==> src/rtl/serial_io_loader.sv <==
// serial_io_loader: 8N1 UART receiver plus packet parser that loads the
// seven AGC input registers (VERB, NOUN, G, M, RA, RB, ATX).
// Ports:
//   clock, reset (sync, active-high)
//   rx_serial (async serial line, idles high)
//   dsky_verb, dsky_noun, axi_g, axi_m, axi_ra, axi_rb, axi_atx (15-bit regs)
//   pkt_valid, pkt_err (1-cycle pulses)
//   pkt_sel (last committed select)
//   rx_busy (receiver inside a character)
// Packet: SYNC, sel, hi, lo, chk where chk = sel ^ hi ^ lo.
module serial_io_loader #(
  parameter int         CLKS_PER_BIT = 868,
  parameter logic [7:0] SYNC_BYTE    = 8'hA5
) (
  input  logic        clock,
  input  logic        reset,
  input  logic        rx_serial,
  output logic [14:0] dsky_verb,
  output logic [14:0] dsky_noun,
  output logic [14:0] axi_g,
  output logic [14:0] axi_m,
  output logic [14:0] axi_ra,
  output logic [14:0] axi_rb,
  output logic [14:0] axi_atx,
  output logic        pkt_valid,
  output logic [2:0]  pkt_sel,
  output logic        pkt_err,
  output logic        rx_busy
);

  localparam int CW = $clog2(CLKS_PER_BIT);
  localparam logic [CW-1:0] C_FULL = CW'(CLKS_PER_BIT - 1);
  localparam logic [CW-1:0] C_HALF = CW'(CLKS_PER_BIT / 2 - 1);

  typedef enum logic [1:0] {
    U_IDLE, U_START, U_DATA, U_STOP
  } ustate_t;

  typedef enum logic [2:0] {
    P_HUNT, P_SEL, P_HI, P_LO, P_CHK
  } pstate_t;

  logic [1:0]    r_sync;
  logic          w_rx;
  ustate_t       r_ustate;
  logic [CW-1:0] r_cnt;
  logic [2:0]    r_bit;
  logic [7:0]    r_shreg;
  logic          r_byte_ok;
  logic          r_frm_err;
  logic          r_busy;

  pstate_t       r_pstate;
  logic [2:0]    r_sel;
  logic [6:0]    r_hi;
  logic [7:0]    r_lo;
  logic [14:0]   r_regs [7];
  logic          r_valid;
  logic          r_err;
  logic [2:0]    r_psel;
  logic [7:0]    w_sum;

  assign w_rx  = r_sync[1];
  assign w_sum = {5'd0, r_sel} ^ {1'b0, r_hi} ^ r_lo;

  // UART receiver; the byte stays in r_shreg until the next DATA state
  always_ff @(posedge clock) begin
    if (reset) begin
      r_sync    <= 2'b11;
      r_ustate  <= U_IDLE;
      r_cnt     <= '0;
      r_bit     <= '0;
      r_shreg   <= '0;
      r_byte_ok <= 1'b0;
      r_frm_err <= 1'b0;
      r_busy    <= 1'b0;
    end else begin
      r_sync    <= {r_sync[0], rx_serial};
      r_byte_ok <= 1'b0;
      r_frm_err <= 1'b0;
      case (r_ustate)
        U_IDLE: begin
          if (!w_rx) begin
            r_ustate <= U_START;
            r_cnt    <= '0;
            r_busy   <= 1'b1;
          end
        end
        U_START: begin
          if (r_cnt == C_HALF) begin
            r_cnt <= '0;
            r_bit <= '0;
            if (!w_rx) begin
              r_ustate <= U_DATA;
            end else begin
              r_ustate <= U_IDLE;
              r_busy   <= 1'b0;
            end
          end else begin
            r_cnt <= r_cnt + 1'b1;
          end
        end
        U_DATA: begin
          if (r_cnt == C_FULL) begin
            r_cnt   <= '0;
            r_shreg <= {w_rx, r_shreg[7:1]};
            if (r_bit == 3'd7) r_ustate <= U_STOP;
            else r_bit <= r_bit + 1'b1;
          end else begin
            r_cnt <= r_cnt + 1'b1;
          end
        end
        default: begin
          if (r_cnt == C_FULL) begin
            r_cnt     <= '0;
            r_ustate  <= U_IDLE;
            r_busy    <= 1'b0;
            r_byte_ok <= w_rx;
            r_frm_err <= !w_rx;
          end else begin
            r_cnt <= r_cnt + 1'b1;
          end
        end
      endcase
    end
  end

  // Packet parser; steps once per received byte
  always_ff @(posedge clock) begin
    if (reset) begin
      r_pstate <= P_HUNT;
      r_sel    <= '0;
      r_hi     <= '0;
      r_lo     <= '0;
      r_valid  <= 1'b0;
      r_err    <= 1'b0;
      r_psel   <= '0;
      for (int i = 0; i < 7; i++) r_regs[i] <= '0;
    end else begin
      r_valid <= 1'b0;
      r_err   <= 1'b0;
      if (r_frm_err) begin
        r_err    <= 1'b1;
        r_pstate <= P_HUNT;
      end else if (r_byte_ok) begin
        case (r_pstate)
          P_HUNT: begin
            if (r_shreg == SYNC_BYTE) r_pstate <= P_SEL;
          end
          P_SEL: begin
            r_sel <= r_shreg[2:0];
            if (r_shreg > 8'd6) begin
              r_err    <= 1'b1;
              r_pstate <= P_HUNT;
            end else begin
              r_pstate <= P_HI;
            end
          end
          P_HI: begin
            r_hi <= r_shreg[6:0];
            if (r_shreg[7]) begin
              r_err    <= 1'b1;
              r_pstate <= P_HUNT;
            end else begin
              r_pstate <= P_LO;
            end
          end
          P_LO: begin
            r_lo     <= r_shreg;
            r_pstate <= P_CHK;
          end
          default: begin
            r_pstate <= P_HUNT;
            if (r_shreg == w_sum) begin
              r_valid <= 1'b1;
              r_psel  <= r_sel;
              for (int i = 0; i < 7; i++)
                if (r_sel == 3'(i)) r_regs[i] <= {r_hi, r_lo};
            end else begin
              r_err <= 1'b1;
            end
          end
        endcase
      end
    end
  end

  assign dsky_verb = r_regs[0];
  assign dsky_noun = r_regs[1];
  assign axi_g     = r_regs[2];
  assign axi_m     = r_regs[3];
  assign axi_ra    = r_regs[4];
  assign axi_rb    = r_regs[5];
  assign axi_atx   = r_regs[6];
  assign pkt_valid = r_valid;
  assign pkt_err   = r_err;
  assign pkt_sel   = r_psel;
  assign rx_busy   = r_busy;

endmodule

==> config.mk <==
export PLATFORM = sky130hd
export DESIGN_NAME = serial_io_loader
export DESIGN_NICKNAME = d
export VERILOG_FILES = /design/src/rtl/serial_io_loader.sv
export SDC_FILE = /design/constraint.sdc
export NUM_CORES = 1
export LEC_CHECK = 0
export ABC_AREA = 1
export CORE_MARGIN = 1
export CORE_UTILIZATION = 65
export CTS_BUF_LIST = sky130_fd_sc_hd__clkbuf_4
export CTS_CLUSTER_DIAMETER = 100
export DETAILED_ROUTE_END_ITERATION = 8
export DONT_BUFFER_PORTS = 1
export PLACE_DENSITY_LB_ADDON = 0.05
export SYNTH_ARGS = -nofsm -noshare
export SYNTH_HDL_FRONTEND = slang
export SYNTH_SLANG_ARGS = --single-unit
==> constraint.sdc <==
create_clock -name clock -period 2.9 [get_ports clock]
set_clock_uncertainty 0.1 [all_clocks]
set_input_delay 0.58 -clock clock [delete_from_list [all_inputs] [get_ports clock]]
set_output_delay 0.58 -clock clock [all_outputs]
set_load 0.1 [all_outputs]
==> metrics.csv <==
metric,value,unit
final number of setup-violating endpoints,0,
synthesis warning total,0,
Core ar.,0.00982,mm2
cell at the slowest stage of the critical path,dfxtp_1,
share of Yosys cell area claimed by the top area cell type,47.4,%
share of layout cells above drive strength 1,10.5,%
drt pass-1 iters,5,
post-synthesis async set-or-reset flop share,0,%
global-route wire length before repair,21.6,mm
predominant post-synthesis flop cell,edfxtp_1,
standard-cell rows,36,
growth of design area from synthesis to finish,7.02,%
slew of the pin with the lowest slew margin,0.965,ns
number of synthesized flops with an enable pin,105,
outcome,"finished, final reports clean",
residual DRC count,0,
drt via density,5.55,
largest net degree at the start of global routing,34,
number of placed cells counting well taps,786,
Synth top cells by count,"nor2_1 (146), edfxtp_1 (105), nand2_1 (96)",
leading cell type by number of instances after synthesis,nor2_1,
max-slew headroom at the worst pin,35.5,%
TritonCTS clock tree,yes,
unique cell type count in the Yosys netlist,33,
number of antenna violations at the first check in global routing,0,
synthesized net count,671,
worst hold slack,0.124,ns
portion of the post-synthesis area used by sequential elements,63.7,%
global-route usage over all layers,27.8,%
clock sinks,159,
Iteration-0 DRC Markers,246,
crit path kind,reg2reg,
clock latency on the worst-skew pair,0.55,ns
final non-filler cell total,820,
maximum clock path buffer count,2,
die height,103,um
vias in the first global route,4346,
Final Hold Viols,0,
ports placed on the boundary,114,
remaining number of nets flagged by the antenna check after routing,0,
Yosys top cell by area,edfxtp_1,
synthesized area divided by synthesized cell count,10.1,um2
Port Buffers,0,
area of the die,0.0106,mm2
top cells by area in the synthesized netlist,"edfxtp_1 (47%), dfxtp_1 (16%), nor2_1 (8.2%)",
static power due to leakage,2.65,nW
unrepaired setup endpoints after global routing,false,
max_cap viols,0,
count of buffer and inverter cells on the critical path,0,
cts bufs inserted,17,
element type at the critical path end,flip-flop,
crit start category,flip-flop,
time the final worst path needs with I/O delays and setup,2.61,ns
Worst Path Max Fanout,16,
worst path cell trace,"nand2_1, nand2_2, nand2_2, nand2_4, nand4_4, nor2_8, nand4_4, nand2_1",
final weighted congestion in routability-driven placement,0.824,
areal power density over the cells,662,mW/mm2
number of instances in the synthesized netlist,660,
clock transition time at the flip-flop clock pins of the worst setup and hold paths,0.13,ns
horizontal die dimension,103,um
"wirelength, routed",13.9,mm
fmax,384,MHz
Final period util,89.9,%
wire per inst,16.9,um
H-tree lvl count,4,
post-cts sizing count,0,
worst vdd rail ir drop,627,uV
total congestion overflow,0,
half-perimeter wire length after detailed placement,10.1,mm
netlist area before placement,0.00665,mm2
NumNets Final,686,
arrival time worst endpoint,2.70,ns
final slew viol count,0,
initial standard-cell utilization of the core,67.7,%
Max stage delay on crit path,0.64,ns
Setup TNS Final,0,ns
Crit path max-delay family,simple AND/OR/NAND/NOR gates,
Hold/Removal Path Class,in2reg,
total number of vias,4552,
number of flip-flops and latches in the synthesized netlist,159,
antenna cells,0,
"Data required, critical path",2.99,ns
root buf cell,clkbuf_4,
[metrics by stage]
stage	setup slack [ns]	instance area, um2	util [%]	power [mW]
5_1_grt	0.0908	7110	72.4	4.89
2_1_floorplan	0.684	6650	-	3.21
6_report	0.294	7110	72.4	4.71
4_1_cts	0.285	7100	72.3	4.72
3_3_place_gp	0.422	6770	68.9	3.28
3_5_place_dp	0.301	6770	68.9	3.31
[worst paths after layout]
check	slack [ns]	to	depth (start not counted)	startpoint
setup / recovery	0.29	r_regs[4][11]	8	r_sel[2]
hold reg to reg	0.33	r_sync[1]	1	r_sync[0]
setup reg to reg	0.29	r_regs[4][11]	8	r_sel[2]
hold / removal	0.12	r_byte_ok	3	reset
[state kept, by name, indices dropped and copies added, names as in the netlist]
name,count
r_hi,7
pkt_err,1
pkt_valid,1
r_lo,8
r_frm_err,1
r_byte_ok,1
pkt_sel,3
r_bit,3
r_regs,105
r_cnt,10
r_ustate,2
r_sel,3
r_shreg,8
r_pstate,3
rx_busy,1
r_sync,2
[repair_timing]
| item | 4_1_cts | 5_1_grt |
|---|---|---|
| hold buffers | 2 | 1 |
| endpoints found under the hold margin | 8 | 2 |
| setup buffers | 0 | 0 |
[logic make-up (layout without fill, tap and decap cells)]
| group | after synthesis | in the layout | share of synthesized area [%] |
|---|---|---|---|
| xor gates and xnor gates | 1 | 1 | 0.132 |
| AOI/OAI and AO/OA | 77 | 77 | 5.87 |
| buffers and inverters | 99 | 126 | 6.59 |
| DFF | 159 | 159 | 63.7 |
| and+or+nand+nor | 316 | 316 | 22.2 |
| adders and majority gates | 8 | 8 | 1.51 |
[cells in the final DEF, fill, tap and decap left out, types with 2 or more instances in the layout]
cell             n
o21ai_0         33
clkinv_4         2
nand3_1         22
nand2_1         96
clkbuf_4        17
a21oi_1         42
nand2_2          8
ha_1             8
dlygate4sd3_1    3
nand4_4          7
clkinvlp_4       3
nor3_1           9
clkinv_1         4
inv_2            5
bufinv_16        4
or2_2            3
nor2_2           4
inv_6            3
edfxtp_1       105
buf_4           11
nor2_1         146
inv_1           74
nand4_1         13
dfxtp_1         54
[layer usage]
metal,wire (um),share of wire [%],GRT usage [%],vias up
li1,-,-,-,2206
met5,0,0,0,-
met2,6780,49,46.5,186
met3,1160,8.4,7.93,25
met4,297,2.1,11.8,0
met1,5630,41,33.7,2135
[worst register-to-register path, stage by stage (launching register included)]
cell and delay [ns]:
dfxtp_1 0.64, nand2_1 0.13, nand2_2 0.09, nand2_2 0.06, nand2_4 0.08, nand4_4 0.14, nor2_8 0.24, nand4_4 0.26
nand2_1 0.54
[power breakdown]
group	internal (mW)	leakage, nW	switching (mW)
combinational	0.129	0.927	0.335
clock	0.680	0.158	0.766
sequential	2.47	1.56	0.326
total	3.28	2.65	1.43
[cell type report]
class	count	area (um2)
clock buffers	17	128
multi-input cells	402	1970
clock inverters	14	189
flip-flops and latches	159	4230
well taps	133	166
inverters	81	309
repair buffers	14	113
fillers	751	2710
Power figures use the tool's default switching activity.
